--- config.mk ---
export PLATFORM = sky130hd
export DESIGN_NAME = booth2
export DESIGN_NICKNAME = d
export VERILOG_FILES = /design/src/rtl/booth2.sv
export SDC_FILE = /design/constraint.sdc
export NUM_CORES = 1
export LEC_CHECK = 0
export ABC_AREA = 0
export CAP_MARGIN = 20
export CELL_PAD_IN_SITES_DETAIL_PLACEMENT = 1
export CELL_PAD_IN_SITES_GLOBAL_PLACEMENT = 1
export CORE_MARGIN = 2
export CORE_UTILIZATION = 32
export CTS_BUF_LIST = sky130_fd_sc_hd__clkbuf_16
export DETAILED_ROUTE_END_ITERATION = 8
export PLACE_DENSITY = 0.76
export SLEW_MARGIN = 5
export SYNTH_ARGS = -nofsm -noshare
export SYNTH_HDL_FRONTEND = slang
export SYNTH_SLANG_ARGS = --single-unit
--- constraint.sdc ---
create_clock -name clk -period 1.5 [get_ports clk]
set_input_delay 0.225 -clock clk [delete_from_list [all_inputs] [get_ports clk]]
set_output_delay 0.225 -clock clk [all_outputs]
set_load 0.005 [all_outputs]
--- src/rtl/booth2.sv ---
// booth2: radix-4 Booth partial-product generator, one registered stage.
// Optional zero-flag output enabled by defining BOOTH2_ZERO_FLAG_EN.
module booth2 (
    input  logic        clk,
    input  logic        rst_n,
    input  logic        in_valid,
    input  logic        x2,
    input  logic        x1,
    input  logic        x0,
    input  logic [15:0] y,
`ifdef BOOTH2_ZERO_FLAG_EN
    output logic        zero,
`endif
    output logic        out_valid,
    output logic [16:0] y_pro,
    output logic        s,
    output logic        e
);

    logic [2:0]  trip;
    logic [16:0] pp_nxt;
    logic        s_nxt;
    logic        z_nxt;

    assign trip = {x2, x1, x0};

    always_comb begin
        pp_nxt = 17'h00000;
        s_nxt  = 1'b0;
        z_nxt  = 1'b0;
        case (trip)
            3'b001, 3'b010: pp_nxt = {y[15], y};
            3'b011:         pp_nxt = {y, 1'b0};
            3'b100: begin
                pp_nxt = ~{y, 1'b0};
                s_nxt  = 1'b1;
            end
            3'b101, 3'b110: begin
                pp_nxt = ~{y[15], y};
                s_nxt  = 1'b1;
            end
            default: z_nxt = 1'b1;
        endcase
`ifdef BOOTH2_ZERO_FLAG_EN
        // A zero multiplicand forces a true zero, never a negated one
        if (y == 16'h0000)
            z_nxt = 1'b1;
        if (z_nxt) begin
            pp_nxt = 17'h00000;
            s_nxt  = 1'b0;
        end
`endif
    end

    always_ff @(posedge clk) begin
        if (!rst_n) begin
            out_valid <= 1'b0;
            y_pro     <= 17'h00000;
            s         <= 1'b0;
            e         <= 1'b0;
        end else begin
            out_valid <= in_valid;
            if (in_valid) begin
                y_pro <= pp_nxt;
                s     <= s_nxt;
                e     <= ~pp_nxt[16];
            end
        end
    end

`ifdef BOOTH2_ZERO_FLAG_EN
    always_ff @(posedge clk) begin
        if (!rst_n)
            zero <= 1'b0;
        else if (in_valid)
            zero <= z_nxt;
    end
`else
    logic unused_z;
    assign unused_z = z_nxt;
`endif

endmodule

==> results_dict.tcl, run 1 <==
set metrics [dict create \
    outcome "finished clean" \
    cts_setup_buffers 0 \
    grt_use_total 0.178 \
    period_share 0.890 \
    holdCritStartpoint "s" \
    fmax_mhz 749 \
    grt_antenna_before_repair 0 \
    grt_pass1_wl_um 5550 \
    drc 0 \
    final_util 0.473 \
    grt_pass1_vias 1124 \
    grt_max_degree 38 \
    max-vdd-ir-drop_mv 0.363 \
    syn_nets 149 \
    power_density_nw_per_um2 895 \
    path_cells "clkdlybuf4s50_1, buf_4, nor3b_2, buf_4, mux2i_1, a31oi_1" \
    cts_max_level 1 \
    cp-end-kind "register" \
    postCtsHoldBufs 0 \
    grt_setup_unrepaired "false" \
    core_um2 3610 \
    num_vias 1092 \
    clkTransAtPathRegs_ns 0.06 \
    drive_above_1_share 0.110 \
    final_cell_mix "clkdlybuf4s50_1 (41), dfxtp_1 (20), nand2_1 (18)" \
    drt_iter0_drc 34 \
    p_leak_uw 0.000693 \
    start_kind "primary input" \
    clock_path_buffers 2 \
    slew_headroom 0.797 \
    port-buffer-count 41 \
    synth.avg_cell_area_um2 9.26 \
    yosys_warnings 0 \
    antenna_cells 0 \
    ant_nets 0 \
    gp_congestion 0.763 \
    crit_path_top_delay_cell "clkdlybuf4s50_1" \
    path_class "primary input to register" \
    grt.overflow.total 0 \
    via_per_inst 4.96 \
    cap_violations 0 \
    cts_buffers 3 \
    drv_slew 0 \
    dpl.hpwl_um 2520 \
    synth_cells 127 \
    hold_viol 0 \
    cpPeakStageDelay_ns 0.44 \
    routed_wirelength_um 3390 \
    cp.required_ns 1.68 \
    setup_viol 0 \
    yosysSeqAreaShare 0.340 \
    layout_commonest_cell "clkdlybuf4s50_1" \
    tightestPinTransition_ns 0.304 \
    pre_cts_slack_ns -0.272 \
    timing.rr.start "y_pro[12]" \
    fp.dieArea_um2 4180 \
    finalClockSkew_ns 0 \
    rows 22 \
    synthFlopType "dfxtp_1" \
    hold_path.class "register to register" \
    worst_slack_ns 0.165 \
    syn_area_um2 1180 \
    synth-edff-count 0 \
    finish.net_count 195 \
    cp.arrival_ns 1.51 \
    startpoint "x0" \
    yosysUniqueCellTypes 26 \
    cts_tree "done" \
    cts-root-buf "clkbuf_16" \
    cp_max_fo 7 \
    clock_sinks 20 \
    cp_common_cell "buf_4" \
    drtPass1Iterations 4 \
    synth_seq_cells 20 \
    async_flop_share 0 \
    wl_per_cell_um 15.4 \
    initial_core_util 0.326 \
    clk_latency_ns 0.25 \
    period_minus_slack_ns 1.33 \
    area_delta_synth_final_pct 45.1 \
    die_h_um 64.6 \
    ios 42 \
    die_w_um 64.6 \
]
## layer usage
| layer | vias to the layer above | share of wire | track usage | wire [um] |
|---|---|---|---|---|
| met1 | 529 | 0.42 | 0.194 | 1430 |
| met2 | 24 | 0.52 | 0.332 | 1760 |
| met5 | - | 0 | 0 | 0 |
| met3 | 5 | 0.035 | 0.0243 | 117 |
| met4 | 0 | 0.022 | 0.0931 | 74 |
| li1 | 534 | - | - | - |
## power breakdown
part           switching, uW  internal [uW]
clock                    211            356
combinational            160            209
sequential              19.3            572
total                    391           1140
## worst paths after layout
| kind | endpoint | slack [ns] | cells after the start |
|---|---|---|---|
| setup reg to reg | y_pro[12] | 0.83 | 2 |
| hold reg to reg | s | 0.49 | 2 |
| setup / recovery | y_pro[7] | 0.17 | 6 |
| hold / removal | s | 0.49 | 2 |
## synthesized netlist by cell type, types with 2 or more instances
master    instances  share of area
buf_6             3          0.029
clkbuf_8          3          0.035
nand2_1          18          0.057
xor2_1           16           0.12
a21boi_0          2          0.013
dfxtp_1          20           0.34
a31oi_1          15          0.080
nand2b_1          3          0.016
o21ai_0          16          0.068
mux2i_1          15           0.13
## flip-flops by register name (all words and copies together), names as in the netlist
signal / count
e: 1
out_valid: 1
s: 1
y_pro: 17
## area by class of cell
class	instances	area, um2
Timing Repair Buffer	53	513
Clock inverter	1	3.75
Multi-Input combinational cell	95	654
Tap cell	48	60.1
Fill cell	412	1900
Clock buffer	3	75.1
Sequential cell	20	400
## kinds of logic after synthesis
family | count (synthesis) | synth area share
multiplexers | 15 | 0.128
XOR/XNOR | 17 | 0.133
buffers and inverters | 12 | 0.104
flip-flops | 20 | 0.340
AND/OR/NAND/NOR | 26 | 0.104
AO/OA/AOI/OAI | 37 | 0.190
## worst max-delay path, delay by kind of cell
family,cells,cell delay (ns)
AOI/OAI and AO/OA,1,0.20
and+or+nand+nor,1,0.21
buffers and inverters,3,0.80
muxes,1,0.08
## metrics by stage
step           std cells  TNS (ns)  hold WS, ns  cell area [um2]  power (uW)
6_report             220         0        0.488             1710        1530
5_1_grt              220         0        0.496             1710        1600
4_1_cts              220         0        0.489             1710        1540
3_5_place_dp         216     -3.29        0.475             1630         974
3_3_place_gp         216     -1.90        0.457             1630         958
2_1_floorplan        127         0        0.438             1180         776
## what timing repair did
action | CTS | global route
gates resized for setup | 1 | 0
setup endpoints to repair | 1 | 0
hold endpoints to repair | 0 | 0
(Power assumes the default switching activity.)
==> run 2: changes to the inputs <==
Settings changed: CAP_MARGIN 20 to default, CORE_MARGIN 2 to 8, SKIP_LAST_GASP from default to 1.
==> run 2 against run 1 <==
Sequential share of layout area fell by 0.60 points. Sequential power about the same. Global-route usage shrank 4.8 points. Wire length grew 9.4%. Sequential cell count stayed put. Power up 12%. First-iteration DRC count is 24% higher. Final cell count grew 0.45%. Worst setup slack got worse by 0.041 ns. Critical path depth fell by 1. Combinational power grew 3%. Critical endpoint is now y_pro[15]. Highest routed layer unchanged.
==> results_dict.tcl, run 2 (same netlist as run 1, synthesis figures left out) <==
set metrics [dict create \
    core_um2 3610 \
    pre_cts_slack_ns -0.109 \
    whs_ns 0.488 \
    cts_setup_buffers 0 \
    fmax_mhz 727 \
    clk_latency_ns 0.25 \
    via_per_inst 4.95 \
    grt.overflow.total 0 \
    start_kind "primary input" \
    finish.net_count 196 \
    max-vdd-ir-drop_mv 0.427 \
    postCtsHoldBufs 0 \
    die_h_um 76.6 \
    cts-root-buf "clkbuf_16" \
    crit_path_top_delay_cell "clkdlybuf4s50_1" \
    tns_ns 0 \
    hold_path.class "register to register" \
    period_minus_slack_ns 1.38 \
    cp-end-kind "register" \
    clock_path_buffers 2 \
    critPathTopFamily "buffers and inverters" \
    area_delta_synth_final_pct 48.9 \
    drc 0 \
    drt_iter0_drc 42 \
    drtPass1Iterations 3 \
    routed_wirelength_um 3710 \
    antenna_cells 0 \
    period_share 0.917 \
    grt_setup_unrepaired "false" \
    finalClockSkew_ns 0 \
    num_vias 1093 \
    tightestPinTransition_ns 0.273 \
    p_leak_uw 0.000714 \
    critPathBufInv 2 \
    hold_viol 0 \
    drive_above_1_share 0.116 \
    instances_no_fill 221 \
    die_w_um 76.6 \
    ios 42 \
    cap_violations 0 \
    path_cells "clkdlybuf4s50_1, nor3b_2, buf_4, mux2i_1, a31oi_1" \
    layout_commonest_cell "clkdlybuf4s50_1" \
    crit_cells 5 \
    slew_headroom 0.818 \
    cp.required_ns 1.67 \
    cts_tree "done" \
    power_density_nw_per_um2 973 \
    fp.dieArea_um2 5870 \
    wl_per_cell_um 16.8 \
    drv_slew 0 \
    grt_max_degree 16 \
    grt_use_total 0.130 \
    post_cts_resize_count 0 \
    r2r_cells 2 \
    initial_core_util 0.326 \
    total_power_uw 1700 \
    outcome "finished clean" \
    port-buffer-count 41 \
    post-place-cells 217 \
    rows 22 \
    clock_sinks 20 \
    whs_path_depth 2 \
    worst_slack_ns 0.124 \
    cts_max_level 1 \
    clkTransAtPathRegs_ns 0.06 \
    path_class "primary input to register" \
    fillCellCount 417 \
    ant_nets 0 \
    cp.arrival_ns 1.55 \
    dpl.hpwl_um 2730 \
    grt_pass1_vias 1285 \
    cpPeakStageDelay_ns 0.58 \
    final_cell_mix "clkdlybuf4s50_1 (41), dfxtp_1 (20), nand2_1 (18)" \
    gp_congestion 0.726 \
    setup_viol 0 \
    grt_antenna_before_repair 0 \
    grt_pass1_wl_um 6270 \
    top_register "y_pro" \
    cts_buffers 3 \
    cp_max_fo 15 \
    largest_reg_flops 17 \
]
## run 2: area by class of cell
cell class / instances / area [um2] / area share
multi-input combinational: 95 / 653 / 0.373
timing repair buffer: 54 / 533 / 0.304
sequential: 20 / 400 / 0.229
clock buffer: 3 / 75.1 / 0.0429
tap: 48 / 60.1 / 0.0343
clock inverter: 1 / 30.0 / 0.0171
## run 2: metrics by stage
stage	util	cell area [um2]
after CTS	0.486	1750
after global routing	0.486	1750
final	0.486	1750
after floorplan	-	1180
after global placement	0.457	1650
after detailed placement	0.457	1650
## run 2: routing by layer
| metal | track usage | routed length, um | vias up |
|---|---|---|---|
| met5 | 0 | 0 | - |
| met2 | 0.250 | 1970 | 22 |
| met1 | 0.133 | 1590 | 529 |
| li1 | - | - | 538 |
| met3 | 0.0189 | 84 | 4 |
| met4 | 0.0596 | 62 | 0 |
## run 2: path summary, 6_finish.rpt
kind | from | end | slack, ns
max | x2 | y_pro[15] | 0.12
min | y_pro[0] | y_pro[0] | 0.49
max reg2reg | y_pro[15] | y_pro[15] | 0.83
min reg2reg | y_pro[0] | y_pro[0] | 0.49
## run 2: worst min-delay path: cells and delay by family, from the launching register on
| kind | cells | cell delay [ns] |
|---|---|---|
| DFF | 1 | 0.31 |
| AOI/OAI and AO/OA | 1 | 0.07 |
| and+or+nand+nor | 1 | 0.05 |
## run 2: report_power, final
part           internal [uW]  switching (uW)
Sequential               572            20.9
Clock                    529             203
Combinational            215             165
==> run 3: changes to the inputs <==
Settings changed: CORE_ASPECT_RATIO from default to 0.5.
==> run 3 against run 2 <==
Sequential power about the same. Worst setup slack worse by 0.0035 ns. Sequential cell count unchanged. Core utilization up 1.7 points. Global-route usage down 0.51 points. Worst hold slack worse by 0.0088 ns. Non-clock buffer count up 4. Via count down 1.1%. Critical path type unchanged. Critical endpoint is now y_pro[7]. Largest cell class unchanged. Largest power group is now sequential cells. Highest routed layer unchanged.
==> results_dict.tcl, run 3 (same netlist as run 1, synthesis figures left out) <==
set metrics [dict create \
    outcome "finished clean" \
    largest_reg_flops 17 \
    pre_cts_slack_ns -0.159 \
    r2r_cells 2 \
    cts_tree "done" \
    dpl.hpwl_um 2750 \
    postCtsHoldBufs 0 \
    p_leak_uw 0.000719 \
    r2r_slack_ns 0.81 \
    cp.arrival_ns 1.55 \
    total_power_uw 1530 \
    fin_area_um2 1750 \
    cts_max_level 1 \
    path_class "primary input to register" \
    finish.net_count 200 \
    port-buffer-count 41 \
    clock_path_buffers 2 \
    period_minus_slack_ns 1.38 \
    grt_antenna_before_repair 0 \
    gp_congestion 0.771 \
    r2r_end "e" \
    grt_pass1_vias 1189 \
    die_h_um 58.9 \
    num_vias 1081 \
    grt_max_degree 23 \
    holdCritStartpoint "y_pro[0]" \
    max-vdd-ir-drop_mv 0.429 \
    whs_path_depth 2 \
    finalClockSkew_ns 0 \
    fillCellCount 418 \
    area_delta_synth_final_pct 48.5 \
    ios 42 \
    p_sw_uw 388 \
    die_w_um 102 \
    cap_violations 0 \
    period_share 0.919 \
    power_density_nw_per_um2 877 \
    cts_buffers 3 \
    fmax_mhz 725 \
    clock_power_share 0.366 \
    clk_latency_ns 0.25 \
    tightestPinTransition_ns 0.259 \
    antenna_cells 0 \
    cts-root-buf "clkbuf_16" \
    initial_core_util 0.339 \
    routed_wirelength_um 3510 \
    cp_max_fo 8 \
    grt_use_total 0.125 \
    p_sw_frac 0.253 \
    p_seq_frac 0.386 \
    slew_headroom 0.827 \
    grt_setup_unrepaired "false" \
    clock_sinks 20 \
    tns_ns 0 \
    whs_ns 0.479 \
    start_kind "primary input" \
    final_cell_mix "clkdlybuf4s50_1 (41), dfxtp_1 (20), nand2_1 (18)" \
    post_cts_resize_count 0 \
    cp-end-kind "register" \
    hold_viol 0 \
    core_um2 3470 \
    worst_slack_ns 0.121 \
    drt_iter0_drc 14 \
    timing.rr.start "e" \
    drtPass1Iterations 4 \
    drv_slew 0 \
    fp.dieArea_um2 5990 \
    top_register "y_pro" \
    rows 15 \
    worstHoldEndpoint "y_pro[0]" \
    cts_setup_buffers 0 \
    hold_path.class "register to register" \
    wl_per_cell_um 15.4 \
    setup_viol 0 \
    ant_nets 0 \
    multi_input_area_um2 653 \
    drive_above_1_share 0.130 \
    power_frac_comb 0.248 \
    via_per_inst 4.74 \
    grt.overflow.total 0 \
    cp.required_ns 1.67 \
    place_area_um2 1670 \
    intPower_uw 1140 \
    drc 0 \
    seq_area_um2 400 \
    layout_commonest_cell "clkdlybuf4s50_1" \
    clkTransAtPathRegs_ns 0.06 \
    grt_pass1_wl_um 5910 \
]
==> run 3: cell count changes in the layout (fill, tap and decap cells not counted) <==
cell and change:
clkinv_1 +1, buf_4 +5, bufinv_16 -1, buf_12 -1
==> run 3: through the flow <==
step                instances   util
floorplan                 127      -
global placement          224  0.480
detailed placement        224  0.480
CTS                       228  0.503
global route              228  0.503
finish                    228  0.503
==> run 3: area by class of cell <==
class | count | share of cell area
clock inverters | 1 | 0.00215
multi-input cells | 95 | 0.374
well taps | 51 | 0.0365
clock buffers | 3 | 0.0430
flip-flops and latches | 20 | 0.229
repair buffers | 58 | 0.315
==> run 3: worst max path at each step <==
stage	from	end	slack (ns)	cells past startpoint
final	x2	y_pro[7]	0.12	5
after global routing	x2	y_pro[7]	0.02	5
after CTS	x0	e	0.12	5
after detailed placement	x0	e	-0.16	5
after global placement	x2	y_pro[12]	-0.06	5
after floorplan	rst_n	y_pro[14]	0.41	3
==> run 3: layer usage <==
metal  track usage  vias to the layer above  wire length, um
li1              -                      546                -
met1         0.147                      514             1550
met2         0.213                       19             1760
met3        0.0400                        2              181
met4        0.0335                        0               27
met5             0                        -                0
==> run 3: worst max-delay path, cell delays in order <==
cell             delay (ns)
clkdlybuf4s50_1        0.59
nor3b_2                0.28
buf_4                  0.20
mux2i_1                0.07
a31oi_1                0.18
==> run 3: power groups by stage <==
stage	clock (uW)	sequential, uW	combinational [uW]
final	561	591	379
after global placement	0	601	369
after detailed placement	0	603	380
after global routing	603	596	415
after floorplan	0	605	172
after CTS	577	592	385
